<file path="config.mk">
export PLATFORM = sky130hd
export DESIGN_NAME = fixed_divider_flat
export DESIGN_NICKNAME = d
export VERILOG_FILES = /design/src/rtl/fixed_point_pkg.sv /design/src/rtl/fixed_divider_if.sv /design/src/rtl/udiv_step.sv /design/src/rtl/fixed_divider.sv /design/src/flat_wrapper.sv
export SDC_FILE = /design/constraint.sdc
export NUM_CORES = 1
export LEC_CHECK = 0
export CORE_MARGIN = 4
export CORE_UTILIZATION = 28
export CTS_CLUSTER_SIZE = 12
export DETAILED_ROUTE_END_ITERATION = 10
export MAX_ROUTING_LAYER = met4
export PLACE_DENSITY = 0.44
export REMOVE_ABC_BUFFERS = 1
export SLEW_MARGIN = 25
export SYNTH_ARGS = -nofsm -noshare
export SYNTH_HDL_FRONTEND = slang
export SYNTH_SLANG_ARGS = --single-unit
</file>
<file path="constraint.sdc">
create_clock -name clk -period 3.1 [get_ports clk]
set_clock_uncertainty 0.1 [all_clocks]
set_input_delay 0.775 -clock clk [delete_from_list [all_inputs] [get_ports clk]]
set_output_delay 0.775 -clock clk [all_outputs]
set_load 0.01 [all_outputs]
</file>
<file path="src/rtl/fixed_point_pkg.sv">
`default_nettype none
// ============================================================================
//  Module      : fixed_point_pkg
//  Description : Shared Q-format constants, FSM state type and magnitude /
//                saturation helpers for the fixed-point arithmetic blocks.
//  Revision    : 1.0 - initial release
// ============================================================================
package fixed_point_pkg;

    localparam int DEFAULT_WIDTH = 16;
    localparam int DEFAULT_FRAC  = 8;

    localparam logic [DEFAULT_WIDTH-1:0] Q_MAX = 16'h7FFF;
    localparam logic [DEFAULT_WIDTH-1:0] Q_MIN = 16'h8000;

    typedef enum logic [1:0] {
        IDLE = 2'd0,
        CALC = 2'd1,
        FIN  = 2'd2
    } state_t;

    typedef struct packed {
        logic [DEFAULT_WIDTH-1:0] value;
        logic                     overflow;
    } sat_t;

    // One extra bit so that |most-negative| is representable without wrapping.
    function automatic logic [DEFAULT_WIDTH:0] abs_mag(input logic [DEFAULT_WIDTH-1:0] v);
        if (v[DEFAULT_WIDTH-1])
            return {1'b0, ~v} + {{DEFAULT_WIDTH{1'b0}}, 1'b1};
        else
            return {1'b0, v};
    endfunction

    function automatic sat_t saturate(
        input logic                                  neg,
        input logic [DEFAULT_WIDTH+DEFAULT_FRAC-1:0] q
    );
        sat_t s;
        s.value    = '0;
        s.overflow = 1'b0;
        if (q == '0) begin
            s.value = '0;
        end else if (!neg) begin
            if (q > {{DEFAULT_FRAC{1'b0}}, Q_MAX}) begin
                s.value    = Q_MAX;
                s.overflow = 1'b1;
            end else begin
                s.value = q[DEFAULT_WIDTH-1:0];
            end
        end else begin
            if (q > {{DEFAULT_FRAC{1'b0}}, Q_MIN}) begin
                s.value    = Q_MIN;
                s.overflow = 1'b1;
            end else begin
                s.value = {DEFAULT_WIDTH{1'b0}} - q[DEFAULT_WIDTH-1:0];
            end
        end
        return s;
    endfunction

endpackage
`default_nettype wire

</file>
<file path="src/rtl/fixed_divider_if.sv">
`default_nettype none
// ============================================================================
//  Module      : fixed_divider_if
//  Description : Start/done request interface of the Q-format divider.
//  Revision    : 1.0 - initial release
// ============================================================================
interface fixed_divider_if
    import fixed_point_pkg::*;
#(
    parameter int WIDTH = DEFAULT_WIDTH
);
    logic             start;
    logic [WIDTH-1:0] dividend;
    logic [WIDTH-1:0] divisor;
    logic [WIDTH-1:0] o_result;
    logic             overflow_flag;
    logic             div_zero_flag;
    logic             busy;
    logic             done;

    modport master (
        output start, dividend, divisor,
        input  o_result, overflow_flag, div_zero_flag, busy, done
    );

    modport slave (
        input  start, dividend, divisor,
        output o_result, overflow_flag, div_zero_flag, busy, done
    );
endinterface
`default_nettype wire

</file>
<file path="src/rtl/udiv_step.sv">
`default_nettype none
// ============================================================================
//  Module      : udiv_step
//  Description : One combinational restoring-division step on magnitudes.
//  Revision    : 1.0 - initial release
// ============================================================================
module udiv_step
    import fixed_point_pkg::*;
#(
    parameter int WIDTH = DEFAULT_WIDTH
) (
    input  wire logic [WIDTH:0]   i_rem,
    input  wire logic             i_num_bit,
    input  wire logic [WIDTH-1:0] i_den,
    output logic      [WIDTH:0]   o_rem,
    output logic                  o_q_bit
);
    logic [WIDTH:0] w_shift;
    logic [WIDTH:0] w_den_ext;

    assign w_shift   = {i_rem[WIDTH-1:0], i_num_bit};
    assign w_den_ext = {1'b0, i_den};

    // A bit shifted out of the top means the true remainder already exceeds D.
    assign o_q_bit = i_rem[WIDTH] | (w_shift >= w_den_ext);
    assign o_rem   = o_q_bit ? (w_shift - w_den_ext) : w_shift;
endmodule
`default_nettype wire

</file>
<file path="src/rtl/fixed_divider.sv">
`default_nettype none
// ============================================================================
//  Module      : fixed_divider
//  Description : Sequential signed Q8.8 restoring divider, one quotient bit
//                per clock, with saturation and divide-by-zero flagging.
//  Revision    : 1.0 - initial release
// ============================================================================
module fixed_divider
    import fixed_point_pkg::*;
#(
    parameter int WIDTH = DEFAULT_WIDTH,
    parameter int FRAC  = DEFAULT_FRAC
) (
    input  wire logic      clk,
    input  wire logic      reset,
    fixed_divider_if.slave bus
);
    localparam int                 c_ITERS = WIDTH + FRAC;
    localparam int                 c_CNT_W = $clog2(c_ITERS + 1);
    localparam logic [c_CNT_W-1:0] c_LAST  = c_CNT_W'(c_ITERS - 1);

    state_t               r_state;
    logic                 r_sign;
    logic                 r_div_neg;
    logic                 r_zero;
    logic [c_ITERS-1:0]   r_num;
    logic [WIDTH-1:0]     r_den;
    logic [WIDTH:0]       r_rem;
    logic [c_ITERS-1:0]   r_quo;
    logic [c_CNT_W-1:0]   r_count;
    logic [WIDTH-1:0]     r_result;
    logic                 r_ovf;
    logic                 r_dz;
    logic                 r_busy;
    logic                 r_done;

    logic [WIDTH:0]       w_div_mag;
    logic [WIDTH:0]       w_den_mag;
    logic [WIDTH:0]       w_step_rem;
    logic                 w_step_q;
    sat_t                 w_sat;

    assign w_div_mag = abs_mag(bus.dividend);
    assign w_den_mag = abs_mag(bus.divisor);
    assign w_sat     = saturate(r_sign, r_quo);

    udiv_step #(.WIDTH(WIDTH)) u_step (
        .i_rem     (r_rem),
        .i_num_bit (r_num[c_ITERS-1]),
        .i_den     (r_den),
        .o_rem     (w_step_rem),
        .o_q_bit   (w_step_q)
    );

    always_ff @(posedge clk) begin
        if (reset) begin
            r_state   <= IDLE;
            r_sign    <= 1'b0;
            r_div_neg <= 1'b0;
            r_zero    <= 1'b0;
            r_num     <= '0;
            r_den     <= '0;
            r_rem     <= '0;
            r_quo     <= '0;
            r_count   <= '0;
            r_result  <= '0;
            r_ovf     <= 1'b0;
            r_dz      <= 1'b0;
            r_busy    <= 1'b0;
            r_done    <= 1'b0;
        end else begin
            r_done <= 1'b0;
            case (r_state)
                IDLE: begin
                    if (bus.start) begin
                        r_sign    <= bus.dividend[WIDTH-1] ^ bus.divisor[WIDTH-1];
                        r_div_neg <= bus.dividend[WIDTH-1];
                        r_zero    <= (bus.divisor == '0);
                        r_num     <= c_ITERS'({w_div_mag, {FRAC{1'b0}}});
                        r_den     <= WIDTH'(w_den_mag);
                        r_rem     <= '0;
                        r_quo     <= '0;
                        r_count   <= '0;
                        r_busy    <= 1'b1;
                        // A zero divisor has a known answer; skip the iterations.
                        r_state   <= (bus.divisor == '0) ? FIN : CALC;
                    end
                end
                CALC: begin
                    r_rem   <= w_step_rem;
                    r_quo   <= {r_quo[c_ITERS-2:0], w_step_q};
                    r_num   <= {r_num[c_ITERS-2:0], 1'b0};
                    r_count <= r_count + c_CNT_W'(1);
                    if (r_count == c_LAST)
                        r_state <= FIN;
                end
                FIN: begin
                    if (r_zero) begin
                        r_result <= r_div_neg ? Q_MIN : Q_MAX;
                        r_ovf    <= 1'b1;
                        r_dz     <= 1'b1;
                    end else begin
                        r_result <= w_sat.value;
                        r_ovf    <= w_sat.overflow;
                        r_dz     <= 1'b0;
                    end
                    r_busy  <= 1'b0;
                    r_done  <= 1'b1;
                    r_state <= IDLE;
                end
                default: r_state <= IDLE;
            endcase
        end
    end

    assign bus.o_result      = r_result;
    assign bus.overflow_flag = r_ovf;
    assign bus.div_zero_flag = r_dz;
    assign bus.busy          = r_busy;
    assign bus.done          = r_done;
endmodule
`default_nettype wire

</file>
<file path="src/flat_wrapper.sv">
// flat-port wrapper written by rule: the top's interface ports become plain ports
module fixed_divider_flat import fixed_point_pkg::*;
#(
    parameter int WIDTH = DEFAULT_WIDTH,
    parameter int FRAC  = DEFAULT_FRAC
)
  (clk, reset, bus_start, bus_dividend, bus_divisor, bus_o_result, bus_overflow_flag, bus_div_zero_flag, bus_busy, bus_done);
  fixed_divider_if #(.WIDTH(WIDTH)) bus_i ();
  input  wire logic clk;
  input  wire logic reset;
  input wire logic [$bits(bus_i.start)-1:0] bus_start;
  input wire logic [$bits(bus_i.dividend)-1:0] bus_dividend;
  input wire logic [$bits(bus_i.divisor)-1:0] bus_divisor;
  output wire logic [$bits(bus_i.o_result)-1:0] bus_o_result;
  output wire logic [$bits(bus_i.overflow_flag)-1:0] bus_overflow_flag;
  output wire logic [$bits(bus_i.div_zero_flag)-1:0] bus_div_zero_flag;
  output wire logic [$bits(bus_i.busy)-1:0] bus_busy;
  output wire logic [$bits(bus_i.done)-1:0] bus_done;
  assign bus_i.start = bus_start;
  assign bus_i.dividend = bus_dividend;
  assign bus_i.divisor = bus_divisor;
  assign bus_o_result = bus_i.o_result;
  assign bus_overflow_flag = bus_i.overflow_flag;
  assign bus_div_zero_flag = bus_i.div_zero_flag;
  assign bus_busy = bus_i.busy;
  assign bus_done = bus_i.done;
  fixed_divider #(.WIDTH(WIDTH), .FRAC(FRAC)) u_core (.clk(clk), .reset(reset), .bus(bus_i));
endmodule
</file>
# Word-level counts from Yosys, hierarchy flattened

Index checks and enable logic that the tools add are counted.

Bits of input ports: 35
Output and inout bits: 20
Flip-flop bits (word level): 111

Reduce and logical (&&, ||, !) cells: 9
Muxes and demuxes: 29
Magnitude comparators: 3
Eq/ne operators: 5
Bitwise operators: 4
Add/subtract/negate cells: 5

Operators with widths:

| cell                                                  | count |
|---|---|
| two-way mux 16 bit                                    | 7 |
| case mux 24 bit (2 select lines)                      | 2 |
| two-way mux 17 bit                                    | 3 |
| two-way mux 24 bit                                    | 2 |
| case mux 17 bit (2 select lines)                      | 1 |
| adder 16 x 1 -> 16 bit (second input constant)        | 2 |
| inverter 16 bit                                       | 2 |
| > comparator 24 x 15 -> 1 bit (second input constant) | 1 |
| > comparator 24 x 16 -> 1 bit (second input constant) | 1 |
| zero test 24 bit                                      | 1 |
| greater-or-equal comparator 17 x 16 -> 1 bit          | 1 |
| subtractor 17 x 16 -> 17 bit                          | 1 |
| zero test 16 bit                                      | 1 |
| subtractor 1 x 16 -> 16 bit (first input constant)    | 1 |
| case mux 5 bit (2 select lines)                       | 1 |
| AND reduction 2 bit                                   | 4 |
| two-way mux 1 bit                                     | 7 |
| two-way mux 2 bit                                     | 3 |
| adder 5 x 1 -> 5 bit (second input constant)          | 1 |
| equality test 5 bit (second input constant)           | 1 |
| two-way mux 5 bit                                     | 1 |
| case mux 2 bit (2 select lines)                       | 1 |
| nonzero test 2 bit                                    | 2 |
| equality test 2 x 1 -> 1 bit (second input constant)  | 1 |
| 7 further kinds                                       | 7 |

# Logic depth before layout (Yosys ltp)

Gate-level depths: netlist (run 1).

Word-level depth: 5
Depth in mapped cells: 10
Mapped depth without buffers: 9

# Modules after synthesis

Synthesis (run 1) repeated with hierarchy kept, for this count alone.

Cell total of the unflattened synthesis: 734
Area, all modules: 6068.3 µm²

By module, submodules not included:

| module        | cells each | area an instance (µm²) | sequential area each (µm²) | times used |
|---|---|---|---|---|
| fixed_divider | 572        | 4829.6                 | 2062.0                     | 1 |
| udiv_step     | 162        | 1238.7                 | 0.0                        | 1 |

# Worst setup path after synthesis (run 1)

OpenSTA, ideal clock, no wires.

Path kind: in2reg
Start: in bus_divisor[2]
End: reg u_core.r_den[14]
Setup time: 86 ps
Stages on the path: 6
Setup slack: 373 ps
Buffers on the path: 0
Arrival time: 2541 ps
Cell sequence: or4_1 or3b_1 or3_4 o31ai_1 xor2_1 a211oi_1

Longest elaborated chain between the ends: 3

Ends and longest elaborated chain:

| element                | RTL line              | RTL |
|---|---|---|
| start, declared        | flat_wrapper.sv:13    | `input wire logic [$bits(bus_i.divisor)-1:0] bus_divisor;` |
| inverter 16 bit        | fixed_point_pkg.sv:30 | `return {1'b0, ~v} + {{DEFAULT_WIDTH{1'b0}}, 1'b1};` |
| adder 16 x 1 -> 16 bit | fixed_point_pkg.sv:30 |  |
| two-way mux 16 bit     | fixed_point_pkg.sv:29 | `if (v[DEFAULT_WIDTH-1])` |
| end signal, assigned   | fixed_divider.sv:80   | `r_den <= WIDTH'(w_den_mag);` |
| end, declared          | fixed_divider.sv:27   | `logic [WIDTH-1:0] r_den;` |

Every way passes these cells.
A chain may end at the register's enable or synchronous reset.

# Final worst setup path (run 1)

Ends and elaborated chain as after synthesis.

==> results.yml, run 1 <==
critical_path:
  arrival_ns: 3.05
  max_stage_delay_ns: 0.53
  cp_top_family: "simple AND/OR/NAND/NOR gates"
  end_kind: "register"
  crit_type: "in -> reg"
  start_kind: "primary input"
  crit_slowest_cell: "or4_1"
  required_ns: 3.27
  worstPathCellList: "clkdlybuf4s50_1, or4_1, or3b_1, or3_4, o31ai_1, xor2_1, a211oi_1"
  crit_buf_inv: 1
  path_max_fanout: 3
outcome:
  status: "finished, final reports clean"
finish:
  final_util_pct: 34.8
  n_fill_cell: 2170
  antenna_cells: 0
  layout_commonest_cell: "dfxtp_1"
  final_cell_area_um2: 7110
  multi_input_area_um2: 3510
  final_cell_mix: "dfxtp_1 (103), nor2_1 (97), nand2_1 (64), a21oi_1 (56), clkdlybuf4s50_1 (53)"
  area_growth_pct: 20.9
  drive_gt1_share_pct: 6.68
  nets: 844
  layout.area.seq_um2: 2060
synthesis:
  yosysWarnings: 0
  synth-seq-cells: 103
  ys_seq_area_share_pct: 35.1
  yosysUniqueCellTypes: 61
  synth_edf_count: 0
  synth_ff_type: "dfxtp_1"
  synth.cell_area_um2: 5880
  async_reset_ff_share_pct: 0
  synth.top_cell.area_share_pct: 35.1
  postSynthCellCount: 743
  avgSynthCellArea_um2: 7.91
  post-synth-top-area-cell: "dfxtp_1"
  synthTopCellsByArea: "dfxtp_1 (35%), nor2_1 (6.3%), a21oi_1 (4.8%)"
global_routing:
  gr-usage-all-layers_pct: 14.5
  grt-ovfl-total: 0
  grt_pass1_wl_um: 27600
  grt_pass1_vias: 5360
  grt_max_degree: 41
  antenna_found_initial: 0
clock_tree:
  cts_buffer_depth: 2
  cts_tree: "built"
  cts_num_sinks: 103
  postCtsHoldBufs: 0
  cts_resized: 0
  clk_transition_reported_paths_ns: 0.07
  numCtsBuffers: 9
  root_buffer: "clkbuf_16"
  cts-htree-levels: 3
  cts_setup_buffers: 0
  clk-insertion-delay-late_ns: 0.35
routing:
  drt-initial-drc-count: 248
  drc: 0
  firstDrtPassIters: 6
  postRouteAntennaNets: 0
  wirelength_um: 16300
  wl_per_cell_um: 15.3
  dr_total_vias: 5528
  via_per_inst: 5.20
min_path:
  hp-class: "reg -> reg"
die:
  ioPinCount: 55
  die_w_um: 153
  start_util_pct: 28.8
  core_um2: 20400
  rows: 52
  die_h_um: 153
  dieArea_um2: 23400
place:
  gp_congestion: 0.836
  dpl_cell_area_um2: 6790
  place_hpwl_um: 12100
  pre_cts_ws_ns: -0.139
  port_buffers: 54
job:
  drv_cap: 0
power:
  finalPower_mw: 4.52
  ir_worst_vdd_mv: 0.445
  p_per_area_nw_per_um2: 636
  p_leak_nw: 2.68
timing:
  max_clock_freq_mhz: 347
  worst_slew_pin_slew_ns: 0.817
  rsz0062_at_grt: "false"
  worst_slack_ns: 0.221
  slew_headroom_pct: 45.5
  hold_ws_ns: 0.354
  slew_viol_final: 0
  finalHoldViolCount: 0
  post-route-min-period_ns: 2.88
  finalSetupViolations: 0
  fin_crit_sh_pct: 92.9
## layout make-up
class	instances	area share, %
sequential	103	29.0
inverter	30	1.58
clock inverter	3	0.669
tap	270	4.75
multi-input combinational	559	49.4
clock buffer	13	3.80
timing repair buffer	85	10.8
## tightest hold or removal path, cell delays in order, from the launching register on
cell and delay (ns):
dfxtp_1 0.31, nand2_1 0.05, a21oi_1 0.05
## where the power goes
| part | switching (mW) | internal (mW) | total (mW) | leakage (nW) |
|---|---|---|---|---|
| Sequential | 0.0764 | 1.43 | 1.50 | 0.838 |
| Clock | 0.507 | 0.698 | 1.20 | 0.156 |
| Combinational | 1.03 | 0.780 | 1.81 | 1.69 |
| Total | 1.62 | 2.90 | 4.52 | 2.68 |
## cells in the mapped netlist, types with 3 or more instances
| master | instances |
|---|---|
| nand3_1 | 11 |
| a32oi_1 | 7 |
| or4_1 | 7 |
| nor2b_1 | 4 |
| xnor2_1 | 24 |
| nor2_1 | 98 |
| o211ai_1 | 8 |
| a21oi_1 | 56 |
| ha_1 | 20 |
| o22ai_1 | 10 |
| o31a_1 | 3 |
| a31oi_1 | 3 |
| buf_1 | 3 |
| nor3_1 | 22 |
| inv_1 | 29 |
| o21ai_0 | 33 |
| xor2_1 | 23 |
| nand2_1 | 64 |
| dfxtp_1 | 103 |
| a22oi_1 | 26 |
| or3_1 | 4 |
| a211oi_1 | 20 |
| nand2b_1 | 9 |
| clkbuf_1 | 43 |
| and3_1 | 4 |
| o21a_1 | 5 |
| o221ai_1 | 13 |
| o31ai_1 | 9 |
| a21o_1 | 9 |
| o41ai_1 | 3 |
| nand4_1 | 7 |
| o21bai_1 | 3 |
| nand3b_1 | 3 |
| buf_2 | 5 |
| mux2i_1 | 13 |
| nor4_1 | 9 |
## registers in the layout, indices dropped and copies added, names as in the netlist, 2 cells and up
name and cells:
u_core.bus.o_result 16, u_core.r_num 16, u_core.r_rem 17, u_core.r_count 5
u_core.r_quo 24, u_core.r_state 2, u_core.r_den 16
## per-layer routing
layer | global-route usage [%] | up-vias | share of wire (%)
li1 | - | 2792 | -
met1 | 18.9 | 2627 | 49
met2 | 23.1 | 93 | 46
met3 | 2.54 | 16 | 3.5
met4 | 4.24 | 0 | 1.4
met5 | - | - | 0
## final timing paths
kind | startpoint | end | slack [ns] | cells past startpoint
worst max register to register | u_core.r_den[14] | u_core.r_rem[15] | 0.23 | 8
worst max-delay path | bus_divisor[2] | u_core.r_den[14] | 0.22 | 7
worst min-delay path | u_core.r_num[22] | u_core.r_num[22] | 0.35 | 2
worst min register to register | u_core.r_num[22] | u_core.r_num[22] | 0.35 | 2
## cells by family (layout without fill, tap and decap cells)
kind of cell	count (synthesis)	after routing	synth area share, %
adder cells (fa/ha/maj)	21	21	4.60
buffers and inverters	81	131	5.28
flip-flops	103	103	35.1
AO/OA/AOI/OAI	226	226	26.0
multiplexers	13	13	2.21
AND/OR/NAND/NOR	252	252	19.9
XOR/XNOR	47	47	7.00
## per-stage QoR
step / cells / setup TNS, ns
2_1_floorplan: 692 / 0
3_3_place_gp: 1047 / -0.221
3_5_place_dp: 1047 / -0.288
4_1_cts: 1063 / 0
5_1_grt: 1063 / 0
6_report: 1063 / 0
Note: power is estimated with default switching activity, not from simulation.
==> inputs of run 2 (changes only) <==
Settings changed: CORE_UTILIZATION 28 to 50, PLACE_DENSITY 0.44 to 0.72, SYNTH_HIERARCHICAL set to 1.
==> results.yml, run 2 <==
outcome:
  status: "finished, final reports clean"
synthesis:
  synth_compound_area_share_pct: 27.0
  synth_xor_area_share_pct: 5.20
  synth.most_common_cell: "nor2_1"
  synth_ff_type: "dfxtp_1"
  synth-seq-cells: 103
  synth.mux.area_fraction_pct: 3.36
  ys_seq_area_share_pct: 34.0
  post-synth-top-area-cell: "dfxtp_1"
  synth-simple-area-share_pct: 20.4
  yosysUniqueCellTypes: 79
  postSynthCellCount: 734
  synth.top_cell.area_share_pct: 34.0
  synth.cell_area_um2: 6070
  synth_edf_count: 0
  avgSynthCellArea_um2: 8.27
  synthAdderAreaFrac_pct: 4.45
  synthTopCellsByArea: "dfxtp_1 (34%), nor2_1 (7.0%), a22oi_1 (6.1%)"
  synthTopCellsByCount: "nor2_1 (113), dfxtp_1 (103), a22oi_1 (49)"
  synth_top_family_by_area: "compound AO/OA/AOI/OAI gates"
  yosysWarnings: 6
  async_reset_ff_share_pct: 0
power:
  finalPower_mw: 6.25
  internal_power_mw: 3.85
  ir_worst_vdd_mv: 0.547
  seq_power_share_pct: 25.9
  switchingPower_mw: 2.40
  pwr-share-comb_pct: 55.1
  p_leak_nw: 2.69
  p_per_area_nw_per_um2: 885
  clkPwrFrac_pct: 19.0
  switching_share_pct: 38.4
die:
  start_util_pct: 52.0
  die_w_um: 118
  ioPinCount: 55
  rows: 39
  core_um2: 11700
  die_h_um: 118
  dieArea_um2: 14000
finish:
  area_growth_pct: 16.4
  antenna_cells: 0
  reg.largest.list: "u_core/r_quo x24, u_core/r_rem x17"
  final_cell_mix: "nor2_1 (112), dfxtp_1 (103), clkdlybuf4s50_1 (53), a22oi_1 (49), nand2_1 (36)"
  layout_commonest_cell: "nor2_1"
  regMostFlops: "u_core/r_quo"
  largest_register_ffs: 24
  final_util_pct: 60.5
  drive_gt1_share_pct: 8.41
  final_cell_area_um2: 7060
  nets: 824
timing:
  finalSetupViolations: 0
  worst_slack_ns: 0.231
  rsz0062_at_grt: "false"
  max_clock_freq_mhz: 349
  slew_headroom_pct: 60.6
  worst_slew_pin_slew_ns: 0.590
  finalHoldViolCount: 0
  post-route-min-period_ns: 2.87
  slew_viol_final: 0
  fin_crit_sh_pct: 92.6
  hold_ws_ns: 0.368
global_routing:
  grt_pass1_wl_um: 25800
  grt-ovfl-total: 0
  grt_pass1_vias: 5270
  grt_max_degree: 95
  antenna_found_initial: 0
  gr-usage-all-layers_pct: 22.5
routing:
  firstDrtPassIters: 6
  wirelength_um: 15300
  via_per_inst: 6.19
  wl_per_cell_um: 16.7
  postRouteAntennaNets: 0
  dr_total_vias: 5672
  drt-initial-drc-count: 509
  drc: 0
min_path:
  hp-class: "reg -> reg"
place:
  dpl_cell_area_um2: 6750
  pre_cts_ws_ns: 0.116
  port_buffers: 54
  gp_congestion: 0.931
  place_hpwl_um: 10900
critical_path:
  end_kind: "register"
  crit_type: "reg -> reg"
  start_kind: "register"
  arrival_ns: 3.00
  path_max_fanout: 13
  required_ns: 3.23
clock_tree:
  cts_setup_buffers: 0
  numCtsBuffers: 9
  clk-insertion-delay-late_ns: 0.35
  cts_tree: "built"
  cts-htree-levels: 3
  root_buffer: "clkbuf_16"
  clk_transition_reported_paths_ns: 0.07
  cts_num_sinks: 103
  cts_buffer_depth: 2
job:
  drv_cap: 0
==> run 2: cell count changes after synthesis, sizes merged, moves of 7 or more <==
cell,previous run,this run
a22oi,26,49
mux2i,13,5
mux2,0,11
nor2,98,113
a21oi,56,30
a222oi,0,10
o221ai,13,1
a211oi,20,27
nand2,64,36
==> run 2: cell families after synthesis <==
kind of cell	after synthesis
muxes	16
xor gates and xnor gates	36
AOI/OAI and AO/OA	223
and+or+nand+nor	253
DFF	103
buffers and inverters	82
adders and majority gates	21
==> run 2: critical path, stage by stage (launching register included) <==
cell and delay [ns]:
dfxtp_1 0.33, inv_1 0.05, ha_1 0.38, a21o_1 0.25, a2111oi_4 0.36, o21a_2 0.21
o31a_2 0.18, o21a_4 0.20, inv_4 0.12, mux2_4 0.31, a22oi_1 0.19, nor2_1 0.05
==> run 2: layer usage <==
| layer | part of all wire, % | GRT usage (%) | vias to the layer above |
|---|---|---|---|
| li1 | - | - | 2803 |
| met1 | 48 | 29.9 | 2707 |
| met2 | 47 | 35.5 | 145 |
| met3 | 4.3 | 4.58 | 17 |
| met4 | 1.2 | 4.69 | 0 |
| met5 | 0 | - | - |
==> run 2: final cells by class <==
type	instances	area, um2
Fill cell	1032	4600
Multi-Input combinational cell	549	3690
Sequential cell	103	2060
Timing Repair Buffer	71	688
Clock buffer	10	239
Tap cell	143	179
Inverter	34	130
Clock inverter	6	75.1
==> run 2: stage by stage <==
stage          TNS [ns]  std cells
2_1_floorplan    -38.63        686
3_3_place_gp          0        900
3_5_place_dp          0        900
4_1_cts               0        916
5_1_grt               0        916
6_report              0        916
==> run 2: timing repair <==
action	CTS	global route
resized for setup	0	1
endpoints found under the hold margin	0	0
setup endpoints to repair	0	5
hold buffers	0	0
==> run 2: worst paths after layout <==
path	end	slack, ns	cells past startpoint	startpoint
worst min register to register	u_core/bus.div_zero_flag	0.37	2	u_core/bus.div_zero_flag
worst min-delay path	u_core/bus.div_zero_flag	0.37	2	u_core/bus.div_zero_flag
worst max register to register	u_core/r_rem[10]	0.23	11	u_core/r_den[14]
worst max-delay path	u_core/r_rem[10]	0.23	11	u_core/r_den[14]
==> run 2: power by group through the flow <==
stage	registers, mW	logic [mW]	clock network [mW]
4_1_cts	1.61	3.40	1.22
2_1_floorplan	1.61	2.69	0
3_3_place_gp	1.64	3.32	0
3_5_place_dp	1.64	3.38	0
5_1_grt	1.63	3.76	1.27
6_report	1.62	3.45	1.19
==> inputs of run 3 (changes only) <==
Settings changed: REMOVE_ABC_BUFFERS 1 to unset.
==> results.yml, run 3 (same netlist as run 2, synthesis figures left out) <==
clock_tree:
  root_buffer: "clkbuf_16"
  numCtsBuffers: 9
  cts_buffer_depth: 2
  clk-insertion-delay-late_ns: 0.35
  cts_num_sinks: 103
  cts_setup_buffers: 0
  cts-htree-levels: 3
  clk_transition_reported_paths_ns: 0.07
  cts_tree: "built"
job:
  drv_cap: 0
critical_path:
  crit_start: "u_core/r_den[14]"
  end_kind: "register"
  worstSetupEndpoint: "u_core/r_rem[7]"
  crit_type: "reg -> reg"
  reg2reg_depth: 11
  rr_startpoint: "u_core/r_den[14]"
  start_kind: "register"
  arrival_ns: 2.97
  regToRegEndpoint: "u_core/r_rem[7]"
  path_max_fanout: 13
  required_ns: 3.22
  rrSetupSlack_ns: 0.25
finish:
  antenna_cells: 0
  final_cell_area_um2: 7050
  multi_input_area_um2: 3690
  regMostFlops: "u_core/r_quo"
  layout.area.seq_um2: 2060
  nets: 826
  area_growth_pct: 16.2
  largest_register_ffs: 24
  drive_gt1_share_pct: 8.41
  reg.largest.list: "u_core/r_quo x24, u_core/r_rem x17"
  final_util_pct: 60.5
  layout_commonest_cell: "nor2_1"
  n_fill_cell: 1046
  final_cell_mix: "nor2_1 (112), dfxtp_1 (103), clkdlybuf4s50_1 (53), a22oi_1 (49), nand2_1 (36)"
die:
  core_um2: 11700
  start_util_pct: 52.0
  rows: 39
  ioPinCount: 55
  dieArea_um2: 14000
  die_w_um: 118
  die_h_um: 118
global_routing:
  grt-ovfl-total: 0
  grt_pass1_wl_um: 25900
  grt_max_degree: 96
  grt_pass1_vias: 5304
  gr-usage-all-layers_pct: 22.6
  antenna_found_initial: 0
timing:
  post-route-min-period_ns: 2.85
  fin_crit_sh_pct: 91.8
  finalHoldViolCount: 0
  finalSetupTns_ns: 0
  hold_ws_ns: 0.371
  slew_headroom_pct: 45.7
  rsz0062_at_grt: "false"
  worst_slew_pin_slew_ns: 0.813
  max_clock_freq_mhz: 351
  finalSetupViolations: 0
  slew_viol_final: 0
routing:
  via_per_inst: 6.15
  drc: 0
  firstDrtPassIters: 7
  dr_total_vias: 5634
  postRouteAntennaNets: 0
  wirelength_um: 15200
  drt-initial-drc-count: 387
  wl_per_cell_um: 16.6
place:
  port_buffers: 54
  dpl_cell_area_um2: 6770
  gp_congestion: 0.883
  place_hpwl_um: 10600
outcome:
  status: "finished, final reports clean"
power:
  ir_worst_vdd_mv: 0.551
  p_per_area_nw_per_um2: 872
  p_leak_nw: 2.69
min_path:
  hp-class: "reg -> reg"
synthesis:
  syn_nets: 790
==> run 3: cell type report <==
class | count | share of cell area (%)
clock inverters | 3 | 0.373
inverters | 34 | 1.84
multi-input cells | 549 | 52.3
repair buffers | 73 | 10.1
flip-flops and latches | 103 | 29.2
well taps | 143 | 2.54
clock buffers | 11 | 3.58
==> run 3: through the flow <==
stage | worst slack [ns] | power [mW] | std cells
finish | 0.255 | 6.15 | 916
global route | 0.0322 | 6.56 | 916
CTS | 0.207 | 6.14 | 916
detailed placement | 0.0823 | 5.04 | 902
global placement | 0.0881 | 4.97 | 902
floorplan | 0.425 | 4.51 | 734
==> run 3: worst min-delay path by stage <==
stage	slack (ns)	end	cells after the start	start
3_3_place_gp	0.35	u_core/r_den[0]	2	u_core/r_den[0]
6_report	0.37	u_core/r_den[0]	2	u_core/r_den[0]
2_1_floorplan	0.34	u_core/r_den[0]	2	u_core/r_den[0]
3_5_place_dp	0.36	u_core/r_den[0]	2	u_core/r_den[0]
4_1_cts	0.37	u_core/r_den[0]	2	u_core/r_den[0]
5_1_grt	0.40	u_core/r_den[0]	2	u_core/r_den[0]
==> run 3: power breakdown <==
| part | internal [mW] | switching [mW] |
|---|---|---|
| clock | 0.587 | 0.500 |
| sequential | 1.48 | 0.138 |
| combinational | 1.71 | 1.74 |
| total | 3.77 | 2.38 |
==> run 3: repair_timing <==
item,CTS,global route
resized for setup,0,1
hold buffers,0,0
endpoints found under the setup margin,0,3
==> run 3: per-layer routing <==
metal	vias to the layer above	GRT usage [%]	share of wire, %
met1	2679	30.2	47
met4	0	5.93	1.4
met3	15	5.21	5.1
met5	-	-	0
met2	142	34.8	47
li1	2798	-	-
==> run 3: critical path, cell delays in order (launching register included) <==
cell,delay [ns]
dfxtp_1,0.33
inv_1,0.05
ha_1,0.38
a21o_1,0.26
a2111oi_4,0.35
o21a_2,0.21
o31a_2,0.17
o21a_4,0.19
inv_4,0.13
mux2_4,0.32
a22oi_1,0.17
nor2_1,0.06
